===== config.mk =====
export PLATFORM = sky130hd
export DESIGN_NAME = ifu_predecode_queue_flat
export DESIGN_NICKNAME = d
export VERILOG_FILES = /design/src/rtl/ifu_predecode_queue_pkg.sv /design/src/rtl/ifu_predecode_queue_if.sv /design/src/rtl/ifu_predecode_queue_slot.sv /design/src/rtl/ifu_predecode_queue.sv /design/src/flat_wrapper.sv
export SDC_FILE = /design/constraint.sdc
export NUM_CORES = 1
export LEC_CHECK = 0
export BUFFER_PORTS_ARGS = -buffer_cell sky130_fd_sc_hd__buf_2
export CORE_ASPECT_RATIO = 1.2
export CORE_MARGIN = 2
export CORE_UTILIZATION = 60
export CTS_CLUSTER_SIZE = 20
export DETAILED_ROUTE_END_ITERATION = 10
export GPL_TIMING_DRIVEN = 0
export PLACE_DENSITY = 0.8
export SLEW_MARGIN = 10
export SYNTH_ARGS = -nofsm -noshare
export SYNTH_HDL_FRONTEND = slang
export SYNTH_HIERARCHICAL = 1
export SYNTH_SLANG_ARGS = --single-unit

===== constraint.sdc =====
create_clock -name clk -period 24.6 [get_ports clk]
set_input_delay 2.46 -clock clk [delete_from_list [all_inputs] [get_ports clk]]
set_output_delay 2.46 -clock clk [all_outputs]
set_load 0.01 [all_outputs]

===== src/rtl/ifu_predecode_queue_pkg.sv =====
// ifu_pkg: shared constants and the predecode record for the IFU predecode queue.
//   OP_BRANCH / OP_JAL / OP_JALR : RV control-transfer major opcodes (instr[6:0])
//   pd_t                         : per-word predecode record. Fields are sized for the
//                                  widest XLEN; narrower instances use the low XLEN bits.
package ifu_pkg;
  localparam int XLEN_MAX = 64;

  localparam logic [6:0] OP_BRANCH = 7'b1100011;
  localparam logic [6:0] OP_JAL    = 7'b1101111;
  localparam logic [6:0] OP_JALR   = 7'b1100111;

  typedef struct packed {
    logic                bxx;
    logic                jal;
    logic                jalr;
    logic [XLEN_MAX-1:0] offset;
    logic                pred_taken;
    logic [XLEN_MAX-1:0] target;
  } pd_t;
endpackage


===== src/rtl/ifu_predecode_queue_if.sv =====
// Handshake bundle between fetch (producer), the predecode queue and the consumer.
//   flush                    : drop every queued word
//   in_valid/in_ready        : push handshake, in_instr/in_pc the offered word
//   out_valid/out_ready      : pop handshake, out_* the head entry and its predecode
//   count                    : occupied entries
// master = environment side, slave = the queue.
interface ifu_predecode_queue_if #(
  parameter int XLEN  = 32,
  parameter int DEPTH = 4
);
  logic                   flush;
  logic                   in_valid;
  logic                   in_ready;
  logic [31:0]            in_instr;
  logic [XLEN-1:0]        in_pc;
  logic                   out_valid;
  logic                   out_ready;
  logic [31:0]            out_instr;
  logic [XLEN-1:0]        out_pc;
  logic                   out_bxx;
  logic                   out_jal;
  logic                   out_jalr;
  logic [XLEN-1:0]        out_offset;
  logic                   out_pred_taken;
  logic [XLEN-1:0]        out_target;
  logic [$clog2(DEPTH):0] count;

  modport master (
    output flush, in_valid, in_instr, in_pc, out_ready,
    input  in_ready, out_valid, out_instr, out_pc, out_bxx, out_jal, out_jalr,
           out_offset, out_pred_taken, out_target, count
  );
  modport slave (
    input  flush, in_valid, in_instr, in_pc, out_ready,
    output in_ready, out_valid, out_instr, out_pc, out_bxx, out_jal, out_jalr,
           out_offset, out_pred_taken, out_target, count
  );
endinterface


===== src/rtl/ifu_predecode_queue_slot.sv =====
// ifu_predecode_slot: combinational predecode of one fetched word.
//   i_instr : 32-bit instruction
//   i_pc    : PC of i_instr
//   o_pd    : control-transfer flags, sign-extended offset, static prediction, target
module ifu_predecode_slot
  import ifu_pkg::*;
#(
  parameter int XLEN        = 32,
  parameter bit STATIC_PRED = 1'b1
) (
  input  logic [31:0]     i_instr,
  input  logic [XLEN-1:0] i_pc,
  output pd_t             o_pd
);
  logic [6:0]      w_op;
  logic            w_std;
  logic            w_bxx, w_jal, w_jalr;
  logic [XLEN-1:0] w_off;

  assign w_op   = i_instr[6:0];
  // compressed encodings (instr[1:0] != 11) never decode as control transfers
  assign w_std  = (i_instr[1:0] == 2'b11);
  assign w_bxx  = w_std & (w_op == OP_BRANCH);
  assign w_jal  = w_std & (w_op == OP_JAL);
  assign w_jalr = w_std & (w_op == OP_JALR);

  always_comb begin
    w_off = '0;
    if (w_bxx)
      w_off = {{(XLEN-13){i_instr[31]}}, i_instr[31], i_instr[7], i_instr[30:25],
               i_instr[11:8], 1'b0};
    else if (w_jal)
      w_off = {{(XLEN-21){i_instr[31]}}, i_instr[31], i_instr[19:12], i_instr[20],
               i_instr[30:21], 1'b0};
    else if (w_jalr)
      w_off = {{(XLEN-12){i_instr[31]}}, i_instr[31:20]};
  end

  always_comb begin
    o_pd                    = '0;
    o_pd.bxx                = w_bxx;
    o_pd.jal                = w_jal;
    o_pd.jalr               = w_jalr;
    o_pd.offset[XLEN-1:0]   = w_off;
    // backward branches predicted taken when static prediction is enabled
    o_pd.pred_taken         = w_jal | (w_bxx & STATIC_PRED & w_off[XLEN-1]);
    // jalr target depends on a register, so no target is predicted for it
    if (w_bxx | w_jal)
      o_pd.target[XLEN-1:0] = i_pc + w_off;
  end
endmodule


===== src/rtl/ifu_predecode_queue.sv =====
// ifu_predecode_queue: DEPTH-entry in-order FIFO of fetched words, each stored with
// its predecode record computed on the push side.
//   clk, rst : clock, synchronous active-high reset
//   q        : slave side of ifu_predecode_queue_if (push, pop, flush, count, head fields)
// Full blocks push even when a pop happens the same cycle; no push-to-pop bypass.
module ifu_predecode_queue
  import ifu_pkg::*;
#(
  parameter int XLEN        = 32,
  parameter int DEPTH       = 4,
  parameter bit STATIC_PRED = 1'b1
) (
  input  logic                 clk,
  input  logic                 rst,
  ifu_predecode_queue_if.slave q
);
  localparam int PW = $clog2(DEPTH);
  localparam int CW = PW + 1;

  logic [PW-1:0]   r_wr, r_rd;
  logic [CW-1:0]   r_count;
  logic [31:0]     r_instr [DEPTH];
  logic [XLEN-1:0] r_pc    [DEPTH];
  pd_t             r_pd    [DEPTH];

  pd_t  w_pd, w_head;
  logic w_full, w_empty, w_push, w_pop;

  ifu_predecode_slot #(.XLEN(XLEN), .STATIC_PRED(STATIC_PRED)) u_slot (
    .i_instr (q.in_instr),
    .i_pc    (q.in_pc),
    .o_pd    (w_pd)
  );

  assign w_full  = (r_count == CW'(DEPTH));
  assign w_empty = (r_count == '0);
  assign w_push  = q.in_valid  & ~w_full;
  assign w_pop   = q.out_ready & ~w_empty;

  always_ff @(posedge clk) begin
    if (rst || q.flush) begin
      r_wr    <= '0;
      r_rd    <= '0;
      r_count <= '0;
    end else begin
      if (w_push) r_wr <= r_wr + 1'b1;
      if (w_pop)  r_rd <= r_rd + 1'b1;
      case ({w_push, w_pop})
        2'b10:   r_count <= r_count + 1'b1;
        2'b01:   r_count <= r_count - 1'b1;
        default: r_count <= r_count;
      endcase
    end
  end

  // Only slot 0 is cleared: after reset the head pointer sits there, so out_* read 0
  // until the first push without resetting the whole array.
  always_ff @(posedge clk) begin
    if (rst) begin
      r_instr[0] <= '0;
      r_pc[0]    <= '0;
      r_pd[0]    <= '0;
    end else if (w_push && !q.flush) begin
      r_instr[r_wr] <= q.in_instr;
      r_pc[r_wr]    <= q.in_pc;
      r_pd[r_wr]    <= w_pd;
    end
  end

  assign w_head           = r_pd[r_rd];
  assign q.in_ready       = ~w_full;
  assign q.out_valid      = ~w_empty;
  assign q.count          = r_count;
  assign q.out_instr      = r_instr[r_rd];
  assign q.out_pc         = r_pc[r_rd];
  assign q.out_bxx        = w_head.bxx;
  assign q.out_jal        = w_head.jal;
  assign q.out_jalr       = w_head.jalr;
  assign q.out_offset     = w_head.offset[XLEN-1:0];
  assign q.out_pred_taken = w_head.pred_taken;
  assign q.out_target     = w_head.target[XLEN-1:0];

  // record fields above XLEN carry nothing for narrow instances
  if (XLEN < XLEN_MAX) begin : g_narrow
    logic w_unused;
    assign w_unused = ^{w_head.offset[XLEN_MAX-1:XLEN], w_head.target[XLEN_MAX-1:XLEN]};
  end
endmodule


===== src/flat_wrapper.sv =====
// flat-port wrapper written by rule: the top's interface ports become plain ports
module ifu_predecode_queue_flat import ifu_pkg::*;
#(
  parameter int XLEN        = 32,
  parameter int DEPTH       = 4,
  parameter bit STATIC_PRED = 1'b1
)
  (clk, rst, q_flush, q_in_valid, q_in_instr, q_in_pc, q_out_ready, q_in_ready, q_out_valid, q_out_instr, q_out_pc, q_out_bxx, q_out_jal, q_out_jalr, q_out_offset, q_out_pred_taken, q_out_target, q_count);
  ifu_predecode_queue_if #(.XLEN(XLEN), .DEPTH(DEPTH)) q_i ();
  input  logic clk;
  input  logic rst;
  input wire logic [$bits(q_i.flush)-1:0] q_flush;
  input wire logic [$bits(q_i.in_valid)-1:0] q_in_valid;
  input wire logic [$bits(q_i.in_instr)-1:0] q_in_instr;
  input wire logic [$bits(q_i.in_pc)-1:0] q_in_pc;
  input wire logic [$bits(q_i.out_ready)-1:0] q_out_ready;
  output wire logic [$bits(q_i.in_ready)-1:0] q_in_ready;
  output wire logic [$bits(q_i.out_valid)-1:0] q_out_valid;
  output wire logic [$bits(q_i.out_instr)-1:0] q_out_instr;
  output wire logic [$bits(q_i.out_pc)-1:0] q_out_pc;
  output wire logic [$bits(q_i.out_bxx)-1:0] q_out_bxx;
  output wire logic [$bits(q_i.out_jal)-1:0] q_out_jal;
  output wire logic [$bits(q_i.out_jalr)-1:0] q_out_jalr;
  output wire logic [$bits(q_i.out_offset)-1:0] q_out_offset;
  output wire logic [$bits(q_i.out_pred_taken)-1:0] q_out_pred_taken;
  output wire logic [$bits(q_i.out_target)-1:0] q_out_target;
  output wire logic [$bits(q_i.count)-1:0] q_count;
  assign q_i.flush = q_flush;
  assign q_i.in_valid = q_in_valid;
  assign q_i.in_instr = q_in_instr;
  assign q_i.in_pc = q_in_pc;
  assign q_i.out_ready = q_out_ready;
  assign q_in_ready = q_i.in_ready;
  assign q_out_valid = q_i.out_valid;
  assign q_out_instr = q_i.out_instr;
  assign q_out_pc = q_i.out_pc;
  assign q_out_bxx = q_i.out_bxx;
  assign q_out_jal = q_i.out_jal;
  assign q_out_jalr = q_i.out_jalr;
  assign q_out_offset = q_i.out_offset;
  assign q_out_pred_taken = q_i.out_pred_taken;
  assign q_out_target = q_i.out_target;
  assign q_count = q_i.count;
  ifu_predecode_queue #(.XLEN(XLEN), .DEPTH(DEPTH), .STATIC_PRED(STATIC_PRED)) u_core (.clk(clk), .rst(rst), .q(q_i));
endmodule

# After elaboration in Yosys (flattened, before gate mapping)
# Memories as Yosys holds them, arrays and structs flattened. A register that Yosys moved wholly into a read port is not among the register bits.
# Cells that the tools add are included.
# classes
add_sub_neg	5
eq_ne	7
n_mux	25
bitwise_logic	10
reduce_logical	8
# op_table
operator	n
$mux W32	6
$mux W68	1
$reduce_or A68 Y1	1
$reduce_or A32 Y1	2
$add A32 B32 Y32	1
$eq A7 B7 Y1 const B	3
$mux W2	9
$mux W1	8
$and A1 B1 Y1	6
$pmux W3 S2	1
$add A2 B1 Y2 const B	2
$eq A2 B2 Y1 const B	2
$add A3 B1 Y3 const B	1
$eq A3 B3 Y1 const B	1
$logic_not A3 Y1	1
$sub A3 B1 Y3 const B	1
$eq A2 B1 Y1 const B	1
$not A1 Y1	2
$or A1 B1 Y1	2
$reduce_bool A2 Y1	1
$logic_and A1 B1 Y1	1
$logic_not A1 Y1	1
$logic_or A1 B1 Y1	1
# totals
ff_bits	7
ram_bits	528
inputBits	69
out_inout_bits	137
word_cells	61
n_memories	3
# memory_table
memory	words	word_bits	rd	rd_clocked_by_memory_dff	write_ports	line	source
u_core.r_pd	4	68	1	1	1	ifu_predecode_queue.sv:24	pd_t r_pd [DEPTH];
u_core.r_instr	4	32	1	1	1	ifu_predecode_queue.sv:22	logic [31:0] r_instr [DEPTH];
u_core.r_pc	4	32	1	1	1	ifu_predecode_queue.sv:23	logic [XLEN-1:0] r_pc [DEPTH];

# Depth between registers and ports, before layout
# Gate-level depths: netlist (run 1).
# depth
word_depth	9
mapped_depth	14
mapped_depth_nobuf	14

# By module
# The synthesis (run 1) kept the hierarchy.
# modules_own_cells
mod	n_inst	cells_per_inst	area_per_inst_um2	seq_area_each_um2
ifu_predecode_queue	1	887	20422.1	16035.4
ifu_predecode_slot	1	420	2885.3	0.0

# Worst setup path before layout (run 1)
# Ideal clock, no wire load.
# synth_path
path_kind	in2reg
from	input port q_in_valid
to	memory u_core.r_instr[0][0] (enable)
setup_ns	0.984
t_arrival_ns	15.727
required_time_ns	23.616
setup_slack_ns	7.889
stages	2
path_buffers	0
cell_sequence	nand2_1 o41ai_1
# synth_via
elab_chain_len	7
word_cells_on_any_way	8
classes_between	5 x mux; 1 x bitwise; 2 x reduce/logical
# synth_lines
element	line	source
from (decl)	flat_wrapper.sv:13	input wire logic [$bits(q_i.in_valid)-1:0] q_in_valid;
$and A1 B1 Y1 *	ifu_predecode_queue.sv:37	assign w_push = q.in_valid & ~w_full;
$logic_and A1 B1 Y1 *	ifu_predecode_queue.sv:63	end else if (w_push && !q.flush) begin
$mux W1 *	ifu_predecode_queue.sv:63	
$mux W1 *	ifu_predecode_queue.sv:59	if (rst) begin
$mux W1 (implied by the code) *	ifu_predecode_queue.sv:64	r_instr[r_wr] <= q.in_instr;
$reduce_or A32 Y1 (no line)	--	
$mux W2 (no line) / $mux W1 (equally long branches)	--	
to (decl)	ifu_predecode_queue.sv:22	
# Every way passes the cells marked *; elsewhere a longest branch is shown, timed or not.

==> impl_metrics.json, run 1 <==
{
  "drtIter0Drc": 1109,
  "track_usage_pct": 26.4,
  "nNetsFinal": 1643,
  "p_leak_nw": 9.38,
  "synthToLayoutAreaGrowth_pct": 15.8,
  "routedWlPerCell_um": 24.9,
  "clkTransAtPathRegs_ns": 0.06,
  "status": "finished clean",
  "drv_slew": 0,
  "cts-root-buf": "clkbuf_16",
  "clock_latency_ns": 0.56,
  "synthCells": 1242,
  "stdcell_area_mm2": 0.0264,
  "grt_max_degree": 52,
  "maxCapViolCount": 0,
  "h-tree-depth": 2,
  "setup_ws_ns": 17.96,
  "grt.overflow.total": 0,
  "skew_ns": 0.0135,
  "cts_tree": "built",
  "fin_cells": 2058,
  "drive_gt1_share_pct": 34.6,
  "syn_area_mm2": 0.0228,
  "post_cts_resized": 0,
  "dpl.cell_count": 1961,
  "vias": 12500,
  "rsz0062_at_grt": "false",
  "synthesis.nets": 1352,
  "via_per_inst": 6.09,
  "grt_pass1_wl_mm": 77.2,
  "crit_path_start_kind": "input port",
  "gp_congestion": 0.853,
  "dieArea_mm2": 0.0396,
  "p_per_area_mw_per_mm2": 70.3,
  "hpwl_mm": 35.8,
  "start_util_pct": 60.6,
  "crit_path_end_kind": "register",
  "syn_avg_cell_area_um2": 18.4,
  "clock-sinks": 537,
  "cts-hold-fix-buffers": 0,
  "crit_required_ns": 24.89,
  "cts_setup_buffers": 0,
  "period_minus_slack_ns": 6.64,
  "drtAntennaViolNets": 0,
  "relSlewSlack_pct": 30.4,
  "core_area_mm2": 0.0377,
  "arrival_ns": 6.93,
  "placementRows": 78,
  "pre_cts_slack_ns": 17.56,
  "ir_drop_v": 0.0000596,
  "hold_viol_final": 0,
  "min_path_type": "register to register",
  "worst_slew_pin_slew_ns": 1.04,
  "final_util_pct": 70.2,
  "path_max_fanout": 9,
  "die_y_um": 218,
  "placed_area_mm2": 0.0248,
  "drc_errors": 0,
  "worst_hold_slack_ns": 0.524,
  "first_global_vias": 12800,
  "die_w_um": 182,
  "max_freq_ghz": 0.151,
  "critPathKind": "input port to register",
  "port_buffers": 205,
  "firstDrtPassIters": 6,
  "cts_inserted_buffers": 50,
  "clk_path_buf_depth": 3,
  "drt-total-wl_mm": 51.3,
  "antenna_found_initial": 7,
  "io_pins": 206,
  "yosysWarnings": 6,
  "min_period_over_period_pct": 27.0,
  "setup_viol": 0
}
==> through the flow <==
step | TNS, ns | power, W
after floorplan | 0 | 0.00110
after global placement | -334.04 | 0.00114
after detailed placement | 0 | 0.00114
after CTS | 0 | 0.00187
after global routing | 0 | 0.00192
final | 0 | 0.00186
==> worst max-delay path, cell delays in order <==
cell      delay [ns]
buf_2           0.09
nor2b_1         0.21
nand4_1         0.40
nor3_4          0.63
mux2i_1         0.21
nor3_1          0.63
ha_1            0.39
a21oi_1         0.20
nand2_1         0.11
a21oi_1         0.34
o221ai_1        0.37
a31oi_1         0.35
xor2_1          0.26
nor2_1          0.06
and2_1          0.20
==> sequential cells by signal (all words and copies together), names as in the netlist, named ones only <==
| register | flops |
|---|---|
| u_core/q.count | 3 |
| u_core/r_pc | 128 |
| u_core/r_wr | 2 |
| u_core/r_pd | 272 |
| u_core/r_rd | 2 |
| u_core/r_instr | 128 |
==> cell usage in the layout (no fill, tap or decap), drive strengths merged, types with 3 or more instances in the layout <==
cell type    n
clkbuf      81
a211oi       3
nand2       41
xnor2       14
nor3        19
nand3        3
buf        291
mux4       132
diode        5
o21a         7
mux2i        4
inv         13
xor2        15
clkinv      25
nand4       11
or3          3
a21oi       41
o21ai       23
o211ai       5
nor2        48
bufinv       3
edfxtp     528
or2          4
ha          39
a31oi        6
dfxtp        9
and2       147
nor2b        3
a21o        15
==> power by group <==
group          internal, W  leakage, nW  switching [W]  total, W
clock network     0.000423        0.776       0.000319  0.000741
registers          0.00101         4.91     0.00000421   0.00101
logic            0.0000449         3.69      0.0000586  0.000103
==> cell type report <==
type / count / area, um2
flip-flops and latches: 537 / 16000
fillers: 2372 / 11200
multi-input cells: 621 / 6320
repair buffers: 239 / 1400
clock buffers: 60 / 1350
well taps: 480 / 601
plain buffers: 73 / 449
clock inverters: 32 / 229
inverters: 11 / 41.3
diodes: 5 / 12.5
==> worst paths after layout <==
| kind | from | to | slack (ns) | cells past startpoint |
|---|---|---|---|---|
| worst max-delay path | q_in_instr[5] | u_core/r_pd[1][20] | 17.96 | 15 |
| worst min-delay path | u_core/r_rd[1] | u_core/r_rd[1] | 0.52 | 2 |
| worst max register to register | u_core/q.count[2] | u_core/r_pd[2][90] | 21.43 | 7 |
| worst min register to register | u_core/r_rd[1] | u_core/r_rd[1] | 0.52 | 2 |
==> metal layers <==
layer	share of wire, %	GRT usage, %	vias to the layer above
met5	0.045	0	-
li1	-	-	5537
met4	3.1	8.49	4
met3	7.5	4.91	87
met2	52	45.4	477
met1	38	34.4	6429
Note: power is estimated with default switching activity, not from simulation.
==> inputs of run 2 (changes only) <==
- CORE_UTILIZATION: 60 -> 54
- PLACE_DENSITY: 0.8 -> 0.76
- clock period: 24.6 -> 5.4 ns (I/O delays scaled with it)
==> impl_metrics.json, run 2 (synthesis gave the netlist of run 1 again) <==
{
  "worst_slew_pin_slew_ns": 1.07,
  "crit_path_end_kind": "register",
  "reg_top3": "u_core/r_pd x272, u_core/r_instr x128, u_core/r_pc x128",
  "dieArea_mm2": 0.0439,
  "clk_path_buf_depth": 3,
  "dpl.cell_count": 2020,
  "h-tree-depth": 2,
  "nNetsFinal": 1636,
  "post_cts_resized": 0,
  "drc_errors": 0,
  "placementRows": 82,
  "path_max_fanout": 9,
  "skew_ns": 0.0193,
  "drt-total-wl_mm": 51.6,
  "hold_viol_final": 0,
  "vias": 12200,
  "cts-root-buf": "clkbuf_16",
  "die_w_um": 192,
  "track_usage_pct": 24.1,
  "cts_setup_buffers": 0,
  "p_per_area_mw_per_mm2": 318,
  "final_cell_mix": "edfxtp_1, buf_2, mux4_2",
  "antenna_found_initial": 11,
  "drtIter0Drc": 932,
  "critPathKind": "input port to register",
  "start_util_pct": 54.7,
  "crit_chain": "buf_2 > nor2b_1 > nand4_1 > nor3_4 > mux2i_1 > nor3_1 > ha_1 > a211o_1 > a211oi_4 > o21ai_2 > a211oi_4 > o21ai_2 > or4_1 > nand3_1 > and2_2",
  "fin_cells": 2116,
  "period_minus_slack_ns": 4.69,
  "largest_register_ffs": 272,
  "drive_gt1_share_pct": 34.5,
  "worst_hold_slack_ns": 0.305,
  "arrival_ns": 5.13,
  "status": "finished clean",
  "clkTransAtPathRegs_ns": 0.06,
  "multiInputGateArea_mm2": 0.00634,
  "cts_tree": "built",
  "core_area_mm2": 0.0418,
  "crit_path_start_kind": "input port",
  "cp_slowest_cell": "nor3_1",
  "cts-hold-fix-buffers": 0,
  "rsz0062_at_grt": "false",
  "crit_path_max_incr_delay_ns": 0.66,
  "relSlewSlack_pct": 28.5,
  "crit_required_ns": 5.84,
  "die_y_um": 229,
  "via_per_inst": 5.77,
  "grt.overflow.total": 0,
  "final_common_cell": "edfxtp_1",
  "synthToLayoutAreaGrowth_pct": 16.7,
  "routedWlPerCell_um": 24.4,
  "grt_max_degree": 44,
  "critical_path.top_delay_family": "simple AND/OR/NAND/NOR gates",
  "top_register": "u_core/r_pd",
  "first_global_vias": 12700,
  "io_pins": 206,
  "power_w": 0.00847,
  "maxCapViolCount": 0,
  "regArea_mm2": 0.0160,
  "drtAntennaViolNets": 0,
  "p_leak_nw": 9.40,
  "clock_latency_ns": 0.58,
  "port_buffers": 205,
  "setup_viol": 0,
  "min_period_over_period_pct": 86.9,
  "cts_inserted_buffers": 50,
  "crit_buf_inv": 1,
  "hpwl_mm": 36.5,
  "drv_slew": 0,
  "ir_drop_v": 0.000266,
  "firstDrtPassIters": 5,
  "min_path_type": "input port to register",
  "gp_congestion": 0.848,
  "grt_pass1_wl_mm": 76.8,
  "fill_cells": 2882,
  "max_freq_ghz": 0.213,
  "clock-sinks": 537
}
-- run 2: cell types whose count changed in the layout (fill, tap and decap cells not counted), sizes merged --
| cell | previous run | this run |
|---|---|---|
| clkinvlp | 2 | 1 |
| clkbuf | 81 | 85 |
| bufinv | 3 | 4 |
| buf | 291 | 284 |
| diode | 5 | 6 |
| clkinv | 25 | 19 |
-- run 2: metal layers --
metal | global-route usage (%) | vias up | routed length (um)
li1 | - | 5517 | -
met1 | 29.9 | 6211 | 19600
met2 | 41.4 | 375 | 26700
met3 | 5.85 | 99 | 3530
met4 | 7.79 | 8 | 1700
met5 | 0 | - | 52
-- run 2: cell type report --
type                            instances  share of cell area, %
Sequential cell                       537                   60.2
Buffer                                 73                   1.69
Tap cell                              546                   2.57
Antenna cell                            6                 0.0564
Multi-Input combinational cell        621                   23.8
Clock inverter                         26                  0.879
Timing Repair Buffer                  232                   5.63
Inverter                               11                  0.155
Clock buffer                           64                   4.98
-- run 2: final timing paths --
check,from,to,slack (ns),cells past startpoint
max,q_in_instr[5],u_core/r_pd[3][31],0.71,15
max reg2reg,u_core/q.count[2],u_core/r_instr[2][27],2.65,6
min reg2reg,u_core/q.count[2],u_core/q.count[2],0.53,2
min,rst,u_core/r_pc[0][16],0.30,3
-- run 2: where the power goes --
group / leakage [nW] / internal, W / switching, W / total (W)
clock network: 0.762 / 0.00192 / 0.00145 / 0.00337
registers: 4.91 / 0.00460 / 0.0000182 / 0.00462
logic: 3.72 / 0.000209 / 0.000268 / 0.000477
total: 9.40 / 0.00674 / 0.00174 / 0.00847
-- run 2: metrics by stage --
| step | worst slack (ns) | utilization [%] | TNS (ns) | cell area [um2] |
|---|---|---|---|---|
| 2_1_floorplan | -0.0529 | - | -6.98 | 22900 |
| 3_3_place_gp | -3.50 | 58.8 | -754.76 | 24600 |
| 3_5_place_dp | 0.225 | 60.0 | 0 | 25100 |
| 4_1_cts | 0.816 | 63.7 | 0 | 26600 |
| 5_1_grt | 0.552 | 63.7 | 0 | 26600 |
| 6_report | 0.709 | 63.8 | 0 | 26600 |
-- run 2: worst register-to-register path, stage by stage, from the launching register on --
cell and delay, ns:
dfxtp_2 0.34, nor3b_4 0.18, nor3_4 0.48, buf_6 0.30, and3b_4 0.54, buf_16 0.28, buf_12 0.29
==> inputs of run 3 (changes only) <==
- CELL_PAD_IN_SITES_DETAIL_PLACEMENT: not set -> 0
- CELL_PAD_IN_SITES_GLOBAL_PLACEMENT: not set -> 1
- CORE_UTILIZATION: 54 -> 47
- PLACE_DENSITY: 0.76 -> not set
- PLACE_DENSITY_LB_ADDON: not set -> 0.1
==> impl_metrics.json, run 3 (synthesis gave the netlist of run 1 again) <==
{
  "status": "finished clean",
  "via_per_inst": 5.57,
  "dieArea_mm2": 0.0503,
  "grt_pass1_wl_mm": 77.7,
  "first_global_vias": 12500,
  "period_minus_slack_ns": 4.78,
  "final_cell_mix": "edfxtp_1, buf_2, mux4_2",
  "cts_inserted_buffers": 52,
  "h-tree-depth": 2,
  "grt_max_degree": 50,
  "maxCapViolCount": 0,
  "crit_path_max_incr_delay_ns": 0.69,
  "top_register": "u_core/r_pd",
  "worst_hold_slack_ns": 0.304,
  "vias": 12300,
  "grt.overflow.total": 0,
  "path_max_fanout": 9,
  "crit_path_start_kind": "input port",
  "clock-sinks": 537,
  "crit_required_ns": 5.85,
  "crit_path_end_kind": "register",
  "critPathKind": "input port to register",
  "worst_slew_pin_slew_ns": 1.09,
  "reg_top3": "u_core/r_pd x272, u_core/r_instr x128, u_core/r_pc x128",
  "placementRows": 88,
  "clk_path_buf_depth": 3,
  "dpl.cell_count": 2104,
  "nNetsFinal": 1638,
  "cp_slowest_cell": "nor3_1",
  "arrival_ns": 5.23,
  "clock_latency_ns": 0.59,
  "post_cts_resized": 0,
  "cts-hold-fix-buffers": 0,
  "largest_register_ffs": 272,
  "crit_chain": "buf_2 > nor2b_1 > nand4_1 > nor3_4 > mux2i_1 > nor3_1 > ha_1 > a211o_1 > a211oi_4 > o21ai_2 > a211oi_4 > o21ai_2 > or4_1 > nand3_1 > and2_2",
  "holdPathStages": 4,
  "setup_viol": 0,
  "cts_tree": "built",
  "p_leak_nw": 9.39,
  "cts_setup_buffers": 0,
  "die_w_um": 205,
  "die_y_um": 245,
  "clkTransAtPathRegs_ns": 0.06,
  "antenna_found_initial": 4,
  "p_per_area_mw_per_mm2": 318,
  "drv_slew": 0,
  "track_usage_pct": 21.4,
  "stdcell_area_mm2": 0.0267,
  "placed_area_mm2": 0.0252,
  "core_area_mm2": 0.0480,
  "io_pins": 206,
  "final_common_cell": "edfxtp_1",
  "port_buffers": 205,
  "hpwl_mm": 37.6,
  "max_freq_ghz": 0.209,
  "drive_gt1_share_pct": 34.1,
  "cts-root-buf": "clkbuf_16",
  "min_period_over_period_pct": 88.6,
  "fin_cells": 2200,
  "power_w": 0.00849,
  "drt-total-wl_mm": 53.4,
  "gp_congestion": 0.797,
  "relSlewSlack_pct": 27.2,
  "drtAntennaViolNets": 0,
  "drtIter0Drc": 722,
  "skew_ns": 0.0190,
  "synthToLayoutAreaGrowth_pct": 17.1,
  "routedWlPerCell_um": 24.3,
  "ir_drop_v": 0.000235,
  "start_util_pct": 47.5,
  "finalSetupTns_ns": 0,
  "min_path_type": "input port to register",
  "drc_errors": 0,
  "hold_viol_final": 0,
  "rsz0062_at_grt": "false",
  "r2r_cells": 6,
  "firstDrtPassIters": 5
}
## run 3: worst paths after layout
kind                     startpoint                  to  slack [ns]
hold / removal                  rst      u_core/r_wr[1]        0.30
setup reg to reg  u_core/q.count[2]  u_core/r_pd[3][81]        2.20
setup / recovery      q_in_instr[4]  u_core/r_pd[0][31]        0.62
hold reg to reg   u_core/q.count[2]   u_core/q.count[2]        0.52
## run 3: layout make-up
cell class | count | area [um2]
plain buffers | 73 | 449
clock inverters | 27 | 216
diodes | 4 | 10.0
fillers | 3928 | 21300
repair buffers | 232 | 1500
inverters | 11 | 41.3
flip-flops and latches | 537 | 16000
well taps | 630 | 788
clock buffers | 65 | 1350
multi-input cells | 621 | 6340
## run 3: power breakdown
part | internal [W] | switching, W | total, W
Sequential | 0.00460 | 0.0000172 | 0.00462
Clock | 0.00191 | 0.00148 | 0.00339
Combinational | 0.000209 | 0.000273 | 0.000482
## run 3: routing by layer
layer | vias to the layer above | part of all wire [%] | GRT usage (%)
met2 | 331 | 51 | 37.0
met3 | 79 | 5.8 | 3.80
met1 | 6318 | 41 | 28.1
met5 | - | 0.051 | 0
li1 | 5522 | - | -
met4 | 4 | 2.2 | 5.61
## run 3: per-stage QoR
step                setup slack (ns)  util (%)
floorplan                    -0.0529         -
global placement               -3.78      51.4
detailed placement           0.00212      52.4
CTS                            0.575      55.7
global route                   0.380      55.7
finish                         0.616      55.7
## run 3: worst max-delay path, delay by kind of cell
kind                       cells  cell delay (ns)
buffers and inverters          1             0.11
AOI/OAI and AO/OA              5             1.25
muxes                          1             0.21
adders and majority gates      1             0.39
and+or+nand+nor                7             2.70
